$ cat config.mk
export PLATFORM = sky130hd
export DESIGN_NAME = encoder_4x2
export DESIGN_NICKNAME = d
export VERILOG_FILES = /design/src/rtl/encoder_pkg.sv /design/src/rtl/encoder_4x2_core.sv /design/src/rtl/encoder_4x2.sv
export SDC_FILE = /design/constraint.sdc
export NUM_CORES = 1
export LEC_CHECK = 0
export BUFFER_PORTS_ARGS = -buffer_cell sky130_fd_sc_hd__buf_2
export CAP_MARGIN = 40
export CORE_AREA = 4 4 41 43
export DETAILED_ROUTE_END_ITERATION = 12
export DIE_AREA = 0 0 45 47
export RECOVER_POWER = 25
export SYNTH_ARGS = -nofsm -noshare
export SYNTH_HDL_FRONTEND = slang
export SYNTH_SLANG_ARGS = --single-unit
export TNS_END_PERCENT = 30
$ cat constraint.sdc
create_clock -name clk -period 0.8 [get_ports clk]
set_input_delay 0.08 -clock clk [delete_from_list [all_inputs] [get_ports clk]]
set_output_delay 0.08 -clock clk [all_outputs]
set_load 0.005 [all_outputs]
$ cat src/rtl/encoder_pkg.sv
// Shared widths, index constants and the one-hot helper for the 4-to-2 encoder.
package encoder_pkg;

  localparam int unsigned IDX_W = 2;
  localparam int unsigned REQ_W = 4;

  localparam logic [IDX_W-1:0] IDX0 = 2'd0;
  localparam logic [IDX_W-1:0] IDX1 = 2'd1;
  localparam logic [IDX_W-1:0] IDX2 = 2'd2;
  localparam logic [IDX_W-1:0] IDX3 = 2'd3;

  // Exactly one bit set: non-zero and clearing the lowest set bit leaves nothing.
  function automatic logic onehot_check(input logic [REQ_W-1:0] w);
    return (w != '0) && ((w & (w - 1'b1)) == '0);
  endfunction

endpackage

$ cat src/rtl/encoder_4x2_core.sv
// Combinational 4-to-2 encoder: index, any-request flag and multi-hot flag.
module encoder_4x2_core
  import encoder_pkg::*;
#(
  parameter bit PRIORITY = 1'b1
) (
  input  logic [REQ_W-1:0] w,
  output logic [IDX_W-1:0] y_c,
  output logic             valid_c,
  output logic             err_c
);

  always_comb begin
    y_c     = IDX0;
    valid_c = (w != '0);
    err_c   = valid_c && !onehot_check(w);

    // The priority chain also yields the correct index for any one-hot input.
    if (w[3])      y_c = IDX3;
    else if (w[2]) y_c = IDX2;
    else if (w[1]) y_c = IDX1;
    else           y_c = IDX0;

    if (!PRIORITY && err_c) y_c = IDX0;
  end

endmodule

$ cat src/rtl/encoder_4x2.sv
// 4-to-2 encoder top: optional output registers and a sticky multi-hot flag.
module encoder_4x2
  import encoder_pkg::*;
#(
  parameter bit PRIORITY = 1'b1,
  parameter bit REG_OUT  = 1'b1
) (
  input  logic             clk,
  input  logic             rst,
  input  logic [REQ_W-1:0] w,
  output logic [IDX_W-1:0] y,
  output logic             valid,
  output logic             err,
  output logic             err_sticky
);

  logic [IDX_W-1:0] y_c;
  logic             valid_c;
  logic             err_c;

  encoder_4x2_core #(.PRIORITY(PRIORITY)) u_core (
    .w       (w),
    .y_c     (y_c),
    .valid_c (valid_c),
    .err_c   (err_c)
  );

  if (REG_OUT) begin : g_reg
    logic [IDX_W-1:0] y_q;
    logic             valid_q;
    logic             err_q;

    always_ff @(posedge clk) begin
      if (rst) begin
        y_q     <= '0;
        valid_q <= 1'b0;
        err_q   <= 1'b0;
      end else begin
        y_q     <= y_c;
        valid_q <= valid_c;
        err_q   <= err_c;
      end
    end

    always_comb begin
      y     = y_q;
      valid = valid_q;
      err   = err_q;
    end
  end else begin : g_comb
    always_comb begin
      y     = y_c;
      valid = valid_c;
      err   = err_c;
    end
  end

  // Accumulates the visible err, so it rises one edge after err does.
  always_ff @(posedge clk) begin
    if (rst) err_sticky <= 1'b0;
    else     err_sticky <= err_sticky | err;
  end

endmodule

==> impl_results.md, run 1 <==
* H-tree Lvls at 1
* Nets at 38
* Cts hold-fix bufs at 0
* Slew Limit Fails at 0
* Post-Syn Area at 168 um^2
* Final Critical Period at around 0.74 ns
* Buffer and inverter count on the worst path at 1
* Int Pwr at 489 uW
* RSZ-0062 raised after global routing: no
* Worst-path clk slew at around 0.04 ns
* Via/cell ratio at 3.30
* CP Data Arrival Time at 0.66 ns
* Sequential Power Share at 43.8%
* Setup Buffers After CTS at 0
* Starting density of the core at 12.9%
* Vias in the first global route at roughly 160
* CP max stage cell: dfxtp_1
* Routed Antenna Nets at 0
* Total GRT Usage at about 4.0%
* Post-Synth XOR/XNOR Area at 0%
* DR iter-0 viols at 0
* Dpl hpwl at 289 um
* Synth Area in Compound Gates at around a fifth
* Final Skew at 0.0000106 ns
* Clk root buf: clkbuf_4
* Status: finished clean
* Crit path cell chain: buf_2
* Global-route wire length before repair at 545 um
* Sw Share at 21.7%
* Period utilization at ~93%
* Setup TNS at 0 ns
* P&R area growth vs syn at 55.2%
* Initial antenna violation count at 0
* Kind of critical path: reg -> out
* Net Count, Synth at 23
* Final Power at a little over 600 uW
* Drt total wl at 369 um
* CTS tree: done
* CP startpoint kind: register
* Worst Setup End Kind: primary output
* Relative slew slack at between 80% and 90%
* Routability cong. at 0.682
* Static leakage at 0.000119 uW
* CP required at 0.72 ns
* Die Y at 47 um
* Post-route cell area at between 200 and 300 um^2
* Mean post-synth cell area at 9.86 um^2
* Post-DR wirelength/cell at 8.02 um
* PortBufs at 10
* Reg2Reg Setup Slack at ~0.26 ns
* Post-synthesis mux area share at 0%
* Largest fanout on the critical path at 2
* Gr ovfl total at 0
* Slew @ Worst Pin at 0.259 ns
* Commonest cells after routing, fill and taps aside: buf_2 (8), nor2_1 (5), dfxtp_1 (5)
* TritonCTS Sinks at 5
* Row cnt at 13
* Clock Latency Late Sink at 0.24 ns
* Final hold violation count at 0
* Final setup viols at 0
* Layout cell share with drive strength beyond 1 at around two fifths
* Die W at 45 um
* DP Area at 236 um^2
* DR vias at 152
* Diodes inserted at 0
* Layout Utilization at ~20%
* Yosys warnings at 0
* Cell variety after synth at 8
* Crit-path max cell delay at between 0.3 and 0.4 ns
* Residual DRC count at 0
* Peak VDD IR at 444 uV
* Final std cells w/o fill at 46
* Commonest non-fill, non-tap cell in the layout: buf_2
* Largest net degree at the start of global routing at 6
* Min-delay worst type: in -> reg
* Pwr/cell area at 2400 mW/mm^2
* Clk buf depth at 2
* P_sw at ~140 uW
* Comb pwr share at between 10% and 20%
* Drt pass-1 iters at 1
* Clock group share of total power at 45.6%
* Sequential fraction of the synthesis area at 59.7%
* Seq cells post-synth at 5
* Resize count post-CTS at 0
* CTS buffer count at 3
* Top achievable clock speed at 1350 MHz
* Post-Synth Adder-Cell Area at 0%
* Cell family with most CP delay: flip-flops
* Synth Area in Simple Gates at 18.7%
* Combinational family with the most area after synthesis: compound AO/OA/AOI/OAI gates
* Die ar. at about 0.0021 mm^2
* Ports at 11
* Placed cell count at 42
* Core area at around 0.0013 mm^2
* Max-Cap Viols at 0
* Synth Instances at 17
-- sequential cells by signal, summed over array words and instances, names as in the netlist --
name	cells
err_sticky	1
y	2
valid	1
err	1
-- worst paths after layout --
check | endpoint | depth (start not counted) | start
max | err | 1 | err
min | err | 2 | rst
max reg2reg | err_sticky | 2 | err
min reg2reg | err_sticky | 2 | err_sticky
-- power by group through the flow --
| stage | Clock, uW | Combinational (uW) | Sequential (uW) |
|---|---|---|---|
| 4_1_cts | 300 | 68.4 | 274 |
| 3_3_place_gp | 0 | 66.6 | 278 |
| 3_5_place_dp | 0 | 68.1 | 278 |
| 5_1_grt | 313 | 74.8 | 275 |
| 6_report | 285 | 65.7 | 274 |
| 2_1_floorplan | 0 | 23.3 | 282 |
-- synthesized netlist by cell type, drive strengths merged --
| cell type | number | area, um^2 |
|---|---|---|
| or2b | 1 | 7.51 |
| a211oi | 1 | 7.51 |
| dfxtp | 5 | 100 |
| nor2 | 5 | 18.8 |
| inv | 1 | 3.75 |
| a2111oi | 1 | 15.0 |
| a21oi | 2 | 10.0 |
| nor3 | 1 | 5.00 |
-- metal layers --
layer	wire length [um]	part of all wire [%]	GRT usage, %	vias to the layer above
li1	-	-	-	86
met2	122	33	3.67	10
met4	0	0	8.77	0
met5	0	0	0	-
met1	183	50	4.77	56
met3	63	17	0.766	0
-- area by class of cell --
cell class,instances,area (um^2)
Clock buffer,4,26.3
Fill cell,160,1040
Inverter,1,3.75
Multi-Input combinational cell,11,63.8
Sequential cell,5,100
Tap cell,15,18.8
Timing Repair Buffer,10,47.5
-- kinds of logic after synthesis --
family	count (synthesis)
simple gates	7
buf+inv	1
compound gates	4
flops	5
-- metrics by stage --
step / hold slack (ns) / setup WS (ns)
CTS: 0.0683 / 0.0463
finish: 0.0735 / 0.0589
global route: 0.0965 / 0.0216
global placement: 0.323 / 0.0991
detailed placement: 0.322 / 0.0957
floorplan: 0.149 / 0.263
Note: power is estimated with default switching activity, not from simulation.
==> run 2, diff against run 1 <==
--- a/config.mk
+++ b/config.mk
@@ -7,9 +7,12 @@
 export LEC_CHECK = 0
 export BUFFER_PORTS_ARGS = -buffer_cell sky130_fd_sc_hd__buf_2
 export CAP_MARGIN = 40
+export CELL_PAD_IN_SITES_DETAIL_PLACEMENT = 2
+export CELL_PAD_IN_SITES_GLOBAL_PLACEMENT = 2
 export CORE_AREA = 4 4 41 43
 export DETAILED_ROUTE_END_ITERATION = 12
 export DIE_AREA = 0 0 45 47
+export PLACE_DENSITY_LB_ADDON = 0.1
 export RECOVER_POWER = 25
 export SYNTH_ARGS = -nofsm -noshare
 export SYNTH_HDL_FRONTEND = slang
==> impl_results.md, run 2 (synthesis results as in run 1) <==
* Status: finished clean
* P_sw at 143 uW (+5.4%)
* CP required at 0.72 ns (about the same)
* Final setup viols at 0 (unchanged)
* PortBufs at 10 (unchanged)
* Period utilization at 94.4% (+1.7 points)
* H-tree Lvls at 1 (unchanged)
* Max FFs per register at 2 (unchanged)
* Global-route wire length before repair at 772 um (+42%)
* Worst Setup End Kind: primary output
* Gr ovfl total at 0 (unchanged)
* Sequential Power Share at 43.4% (-0.4 points)
* CTS tree: done
* Largest net degree at the start of global routing at 6 (unchanged)
* Vias in the first global route at 181 (+15%)
* Cell family with most CP delay: flip-flops
* Clk buf depth at 2 (unchanged)
* Crit-path max cell delay at 0.33 ns (about the same)
* Resize count post-CTS at 0 (unchanged)
* Core area at 0.00130 mm^2 (unchanged)
* Kind of critical path: reg -> out
* Die W at 45 um (unchanged)
* Largest fanout on the critical path at 2 (unchanged)
* Nets at 38 (unchanged)
* CP Data Arrival Time at 0.67 ns (about the same)
* Final hold violation count at 0 (unchanged)
* Layout cell share with drive strength beyond 1 at 38.7% (unchanged)
* Peak VDD IR at 447 uV (+0.63%)
* Routability cong. at 0.652 (-4.3%)
* Diodes inserted at 0 (unchanged)
* Top achievable clock speed at 1320 MHz (-1.8%)
* Worst-path clk slew at 0.05 ns (about the same)
* Sw Share at 22.6% (+0.90 points)
* Ports at 11 (unchanged)
* DR iter-0 viols at 1 (+1)
* Initial antenna violation count at 0 (unchanged)
* Residual DRC count at 0 (unchanged)
* Int Pwr at 489 uW (about the same)
* Commonest cells after routing, fill and taps aside: buf_2 (8), nor2_1 (5), dfxtp_1 (5)
* Final Critical Period at 0.755 ns (+0.0138 ns)
* Static leakage at 0.000119 uW (unchanged)
* Comb pwr share at 10.8% (+0.3 points)
* Clock group share of total power at 45.8% (+0.2 points)
* Commonest non-fill, non-tap cell in the layout: buf_2
* Clk root buf: clkbuf_4
* Slew Limit Fails at 0 (unchanged)
* Cts hold-fix bufs at 0 (unchanged)
* Relative slew slack at 82.8% (+0.16 points)
* DR vias at 179 (+18%)
* TritonCTS Sinks at 5 (unchanged)
* Clock Latency Late Sink at 0.23 ns (about the same)
* Max-Cap Viols at 0 (unchanged)
* CP max stage cell: dfxtp_1
* CTS buffer count at 3 (unchanged)
* Row cnt at 13 (unchanged)
* Starting density of the core at 12.9% (unchanged)
* Pwr/cell area at 2430 mW/mm^2 (+1.2%)
* Min-delay worst type: in -> reg
* Die ar. at 0.00212 mm^2 (unchanged)
* Drt pass-1 iters at 2 (+1)
* Post-DR wirelength/cell at 10.5 um (+30%)
* Drt total wl at 481 um (+30%)
* RSZ-0062 raised after global routing: no
* Routed Antenna Nets at 0 (unchanged)
* P&R area growth vs syn at 55.2% (unchanged)
* Fin Hold WS at 0.0853 ns (+0.0118 ns)
* Die Y at 47 um (unchanged)
* Slew @ Worst Pin at 0.258 ns (-0.00130 ns)
* Setup TNS at 0 ns (unchanged)
* Dpl hpwl at 393 um (+36%)
* Via/cell ratio at 3.89 (+18%)
* Total GRT Usage at 5.53% (+1.5 points)
* CP startpoint kind: register
* Setup Buffers After CTS at 0 (unchanged)
* Crit path cell chain: buf_2
* Final Skew at 0.0000480 ns (+0.0000374 ns)
* Buffer and inverter count on the worst path at 1 (unchanged)
==> run 2: cell counts in the layout (fill, tap and decap cells not counted) <==
No cell type changed its count.
==> run 2: path summary, 6_finish.rpt <==
path / start / endpoint / slack (ns) / cells past startpoint
worst min register to register: err_sticky / err_sticky / 0.48 / 2
worst max-delay path: err / err / 0.05 / 1
worst min-delay path: rst / y[0] / 0.09 / 2
worst max register to register: err / err_sticky / 0.23 / 2
==> run 2: cell type report <==
| type | instances | area, um^2 |
|---|---|---|
| Clock buffer | 4 | 26.3 |
| Fill cell | 168 | 1040 |
| Inverter | 1 | 3.75 |
| Multi-Input combinational cell | 11 | 63.8 |
| Sequential cell | 5 | 100 |
| Tap cell | 15 | 18.8 |
| Timing Repair Buffer | 10 | 47.5 |
==> run 2: per-stage QoR <==
step	worst slack [ns]	instances	utilization, %	instance area (um^2)	power [uW]
CTS	0.0222	46	20.2	263	657
global route	0.00765	46	20.0	260	680
floorplan	0.263	17	-	168	305
detailed placement	0.0880	42	18.2	236	350
global placement	0.0655	42	18.2	236	348
finish	0.0450	46	20.0	260	631
==> run 2: routing by layer <==
metal  up-vias  track usage [%]  part of all wire, %
met2         8             7.91                   52
met3         0             1.53                  9.4
met1        86             5.91                   38
met4         0             7.02                    0
met5         -                0                    0
li1         85                -                    -
==> run 2: power groups by stage <==
stage | Clock [uW] | Combinational, uW | Sequential (uW)
finish | 289 | 68.2 | 274
global route | 326 | 78.5 | 276
CTS | 311 | 72.0 | 274
detailed placement | 0 | 71.4 | 279
global placement | 0 | 70.3 | 278
floorplan | 0 | 23.3 | 282
==> run 3, diff against run 2 <==
--- a/config.mk
+++ b/config.mk
@@ -5,6 +5,7 @@
 export SDC_FILE = /design/constraint.sdc
 export NUM_CORES = 1
 export LEC_CHECK = 0
+export ABC_AREA = 1
 export BUFFER_PORTS_ARGS = -buffer_cell sky130_fd_sc_hd__buf_2
 export CAP_MARGIN = 40
 export CELL_PAD_IN_SITES_DETAIL_PLACEMENT = 2
==> impl_results.md, run 3 <==
* Static leakage at 0.000143 uW (+21%)
* Mean post-synth cell area at 7.79 um^2 (-21%)
* Crit path cell chain: buf_2
* Routing usage on met1 at 5.22% (-0.69 points)
* Initial antenna violation count at 0 (unchanged)
* Fin Hold WS at 0.0634 ns (-0.0220 ns)
* Crit-path max cell delay at 0.32 ns (about the same)
* Area of the multi-input gates at 57.6 um^2 (-9.8%)
* Post-DR wirelength/cell at 9.06 um (-13%)
* Residual DRC count at 0 (unchanged)
* Status: finished clean
* H-tree Lvls at 1 (unchanged)
* Synth top area share at 58.4% (-1.3 points)
* Sequential Power Share at 43.5% (about the same)
* GRT busiest layer: met4
* Kind of critical path: reg -> out
* Layout Utilization at 20.3% (+0.29 points)
* Sequential fraction of the synthesis area at 58.4% (-1.3 points)
* Layout cell share with drive strength beyond 1 at 38.9% (+0.18 points)
* Min-delay worst type: in -> reg
* Ports at 11 (unchanged)
* Peak VDD IR at 343 uV (-23%)
* Period utilization at 94.1% (-0.25 points)
* Nets at 43 (+13%)
* Post-synth EDFFs at 0 (unchanged)
* CP max stage cell: dfxtp_1
* Final setup viols at 0 (unchanged)
* Fillers at 172 (+2.4%)
* Via/cell ratio at 3.73 (-4.3%)
* Pwr/cell area at 2400 mW/mm^2 (-1.3%)
* Cts hold-fix bufs at 0 (unchanged)
* Clock Latency Late Sink at 0.24 ns (about the same)
* Int Pwr at 488 uW (about the same)
* Slew Limit Fails at 0 (unchanged)
* Diodes inserted at 0 (unchanged)
* Largest fanout on the critical path at 2 (unchanged)
* CP startpoint kind: register
* CP required at 0.72 ns (about the same)
* Top achievable clock speed at 1330 MHz (+0.26%)
* CTS tree: done
* CTS buffer count at 3 (unchanged)
* Dpl hpwl at 384 um (-2.3%)
* Buffer and inverter count on the worst path at 1 (unchanged)
* DR vias at 190 (+6.1%)
* Register area at 101 um^2 (+1.2%)
* TritonCTS Sinks at 5 (unchanged)
* Final hold violation count at 0 (unchanged)
* Slew @ Worst Pin at 0.227 ns (-0.0306 ns)
* Setup Buffers After CTS at 0 (unchanged)
* Clk root buf: clkbuf_4
* Reg2Reg Setup Slack at 0.25 ns (+0.02 ns)
* Die ar. at 0.00212 mm^2 (unchanged)
* Area leader, netlist: dfxtp_1
* Post-Syn Area at 171 um^2 (+2.2%)
* Starting density of the core at 13.2% (+0.29 points)
* Vias in the first global route at 178 (-1.7%)
* Cell family with most CP delay: flip-flops
* Seq cells post-synth at 5 (unchanged)
* RSZ-0062 raised after global routing: no
* Drt total wl at 462 um (-4.0%)
* Max FFs per register at 2 (unchanged)
* P_sw at 144 uW (+1.0%)
* Net Count, Synth at 28 (+22%)
* Final Skew at 0.0000117 ns (-0.0000363 ns)
* Row cnt at 13 (unchanged)
* Commonest non-fill, non-tap cell in the layout: buf_2
* Core area at 0.00130 mm^2 (unchanged)
* Yosys warnings at 0 (unchanged)
* Setup TNS at 0 ns (unchanged)
* Relative slew slack at 84.8% (+2.0 points)
* Met3 Usage GRT at 0.383% (-1.1 points)
* Die W at 45 um (unchanged)
* Ys async rst share at 0% (unchanged)
* Synth Flop Type: dfxtp_1
* Final Critical Period at 0.753 ns (-0.00197 ns)
* Synth Instances at 22 (+5)
* Final Power at 632 uW (+0.15%)
* Routability cong. at 0.608 (-6.8%)
* Total GRT Usage at 5.37% (-0.16 points)
* Comb pwr share at 10.3% (-0.5 points)
* Global-route wire length before repair at 690 um (-11%)
* Routed Antenna Nets at 0 (unchanged)
* Worst Setup End Kind: primary output
* Largest net degree at the start of global routing at 6 (unchanged)
* Most frequent cells after synthesis: dfxtp_1 (5), nand2_1 (5), nor2_1 (5)
* PortBufs at 10 (unchanged)
* Max-Cap Viols at 0 (unchanged)
* Sw Share at 22.8% (+0.19 points)
* Cell variety after synth at 6 (-2)
* Drt pass-1 iters at 2 (unchanged)
* Die Y at 47 um (unchanged)
* GR Util met2 at 6.50% (-1.4 points)
* Clock group share of total power at 46.2% (+0.4 points)
* Dominant cells by area after synthesis: dfxtp_1 (58%), nand2_1 (11%), nor2_1 (11%)
* Commonest cells after routing, fill and taps aside: buf_2 (9), nor2_1 (6), nand2_1 (5)
* CP Data Arrival Time at 0.67 ns (about the same)
* P&R area growth vs syn at 54.0%
* Clk buf depth at 2 (unchanged)
* DR iter-0 viols at 3 (+2)
* Worst-path clk slew at 0.04 ns (about the same)
* Gr ovfl total at 0 (unchanged)
[run 3: changes by cell type after synthesis, sizes merged]
cell,previous run,this run
a2111oi,1,0
a211oi,1,0
inv,1,3
nand2,0,5
nor2,5,7
nor3,1,0
or2b,1,0
[run 3: per-stage QoR]
stage / cells / cell area [um^2] / setup slack, ns
final: 51 / 264 / 0.0470
after global placement: 47 / 240 / 0.177
after floorplan: 22 / 171 / 0.265
after CTS: 51 / 267 / 0.0285
after detailed placement: 47 / 240 / 0.153
after global routing: 51 / 264 / 0.00679
[run 3: area by class of cell]
| type | instances | area share [%] |
|---|---|---|
| clock buffer | 4 | 9.95 |
| inverter | 3 | 4.27 |
| multi-input combinational | 14 | 21.8 |
| sequential | 5 | 38.4 |
| tap | 15 | 7.11 |
| timing repair buffer | 10 | 18.5 |
[run 3: power groups by stage]
stage                     Clock [uW]  Combinational, uW  Sequential [uW]
after global placement             0               68.1              277
final                            292               65.4              275
after floorplan                    0               24.1              281
after global routing             324               77.4              277
after detailed placement           0               70.2              279
after CTS                        308               70.4              274
[run 3: path summary, 6_finish.rpt]
kind                endpoint  depth (start not counted)  startpoint
setup reg to reg  err_sticky                          2         err
hold / removal    err_sticky                          2         rst
setup / recovery  err_sticky                          1  err_sticky
hold reg to reg   err_sticky                          2         err
[run 3: timing repair]
| item | 4_1_cts | 5_1_grt |
|---|---|---|
| hold endpoints to repair | 0 | 0 |
| setup endpoints to repair | 0 | 1 |
| gates resized for setup | 0 | 1 |
[run 3: logic make-up (layout without fill, tap and decap cells)]
group                  after synthesis  in the layout  synth area share (%)
DFF                                  5              5                  58.4
and+or+nand+nor                     12             12                  29.2
AOI/OAI and AO/OA                    2              2                  5.84
buffers and inverters                3             17                  6.57
[run 3: per-layer routing]
layer	vias up	part of all wire, %
li1	94	-
met1	80	41
met2	12	41
met3	4	10
met4	0	7.4
met5	-	0
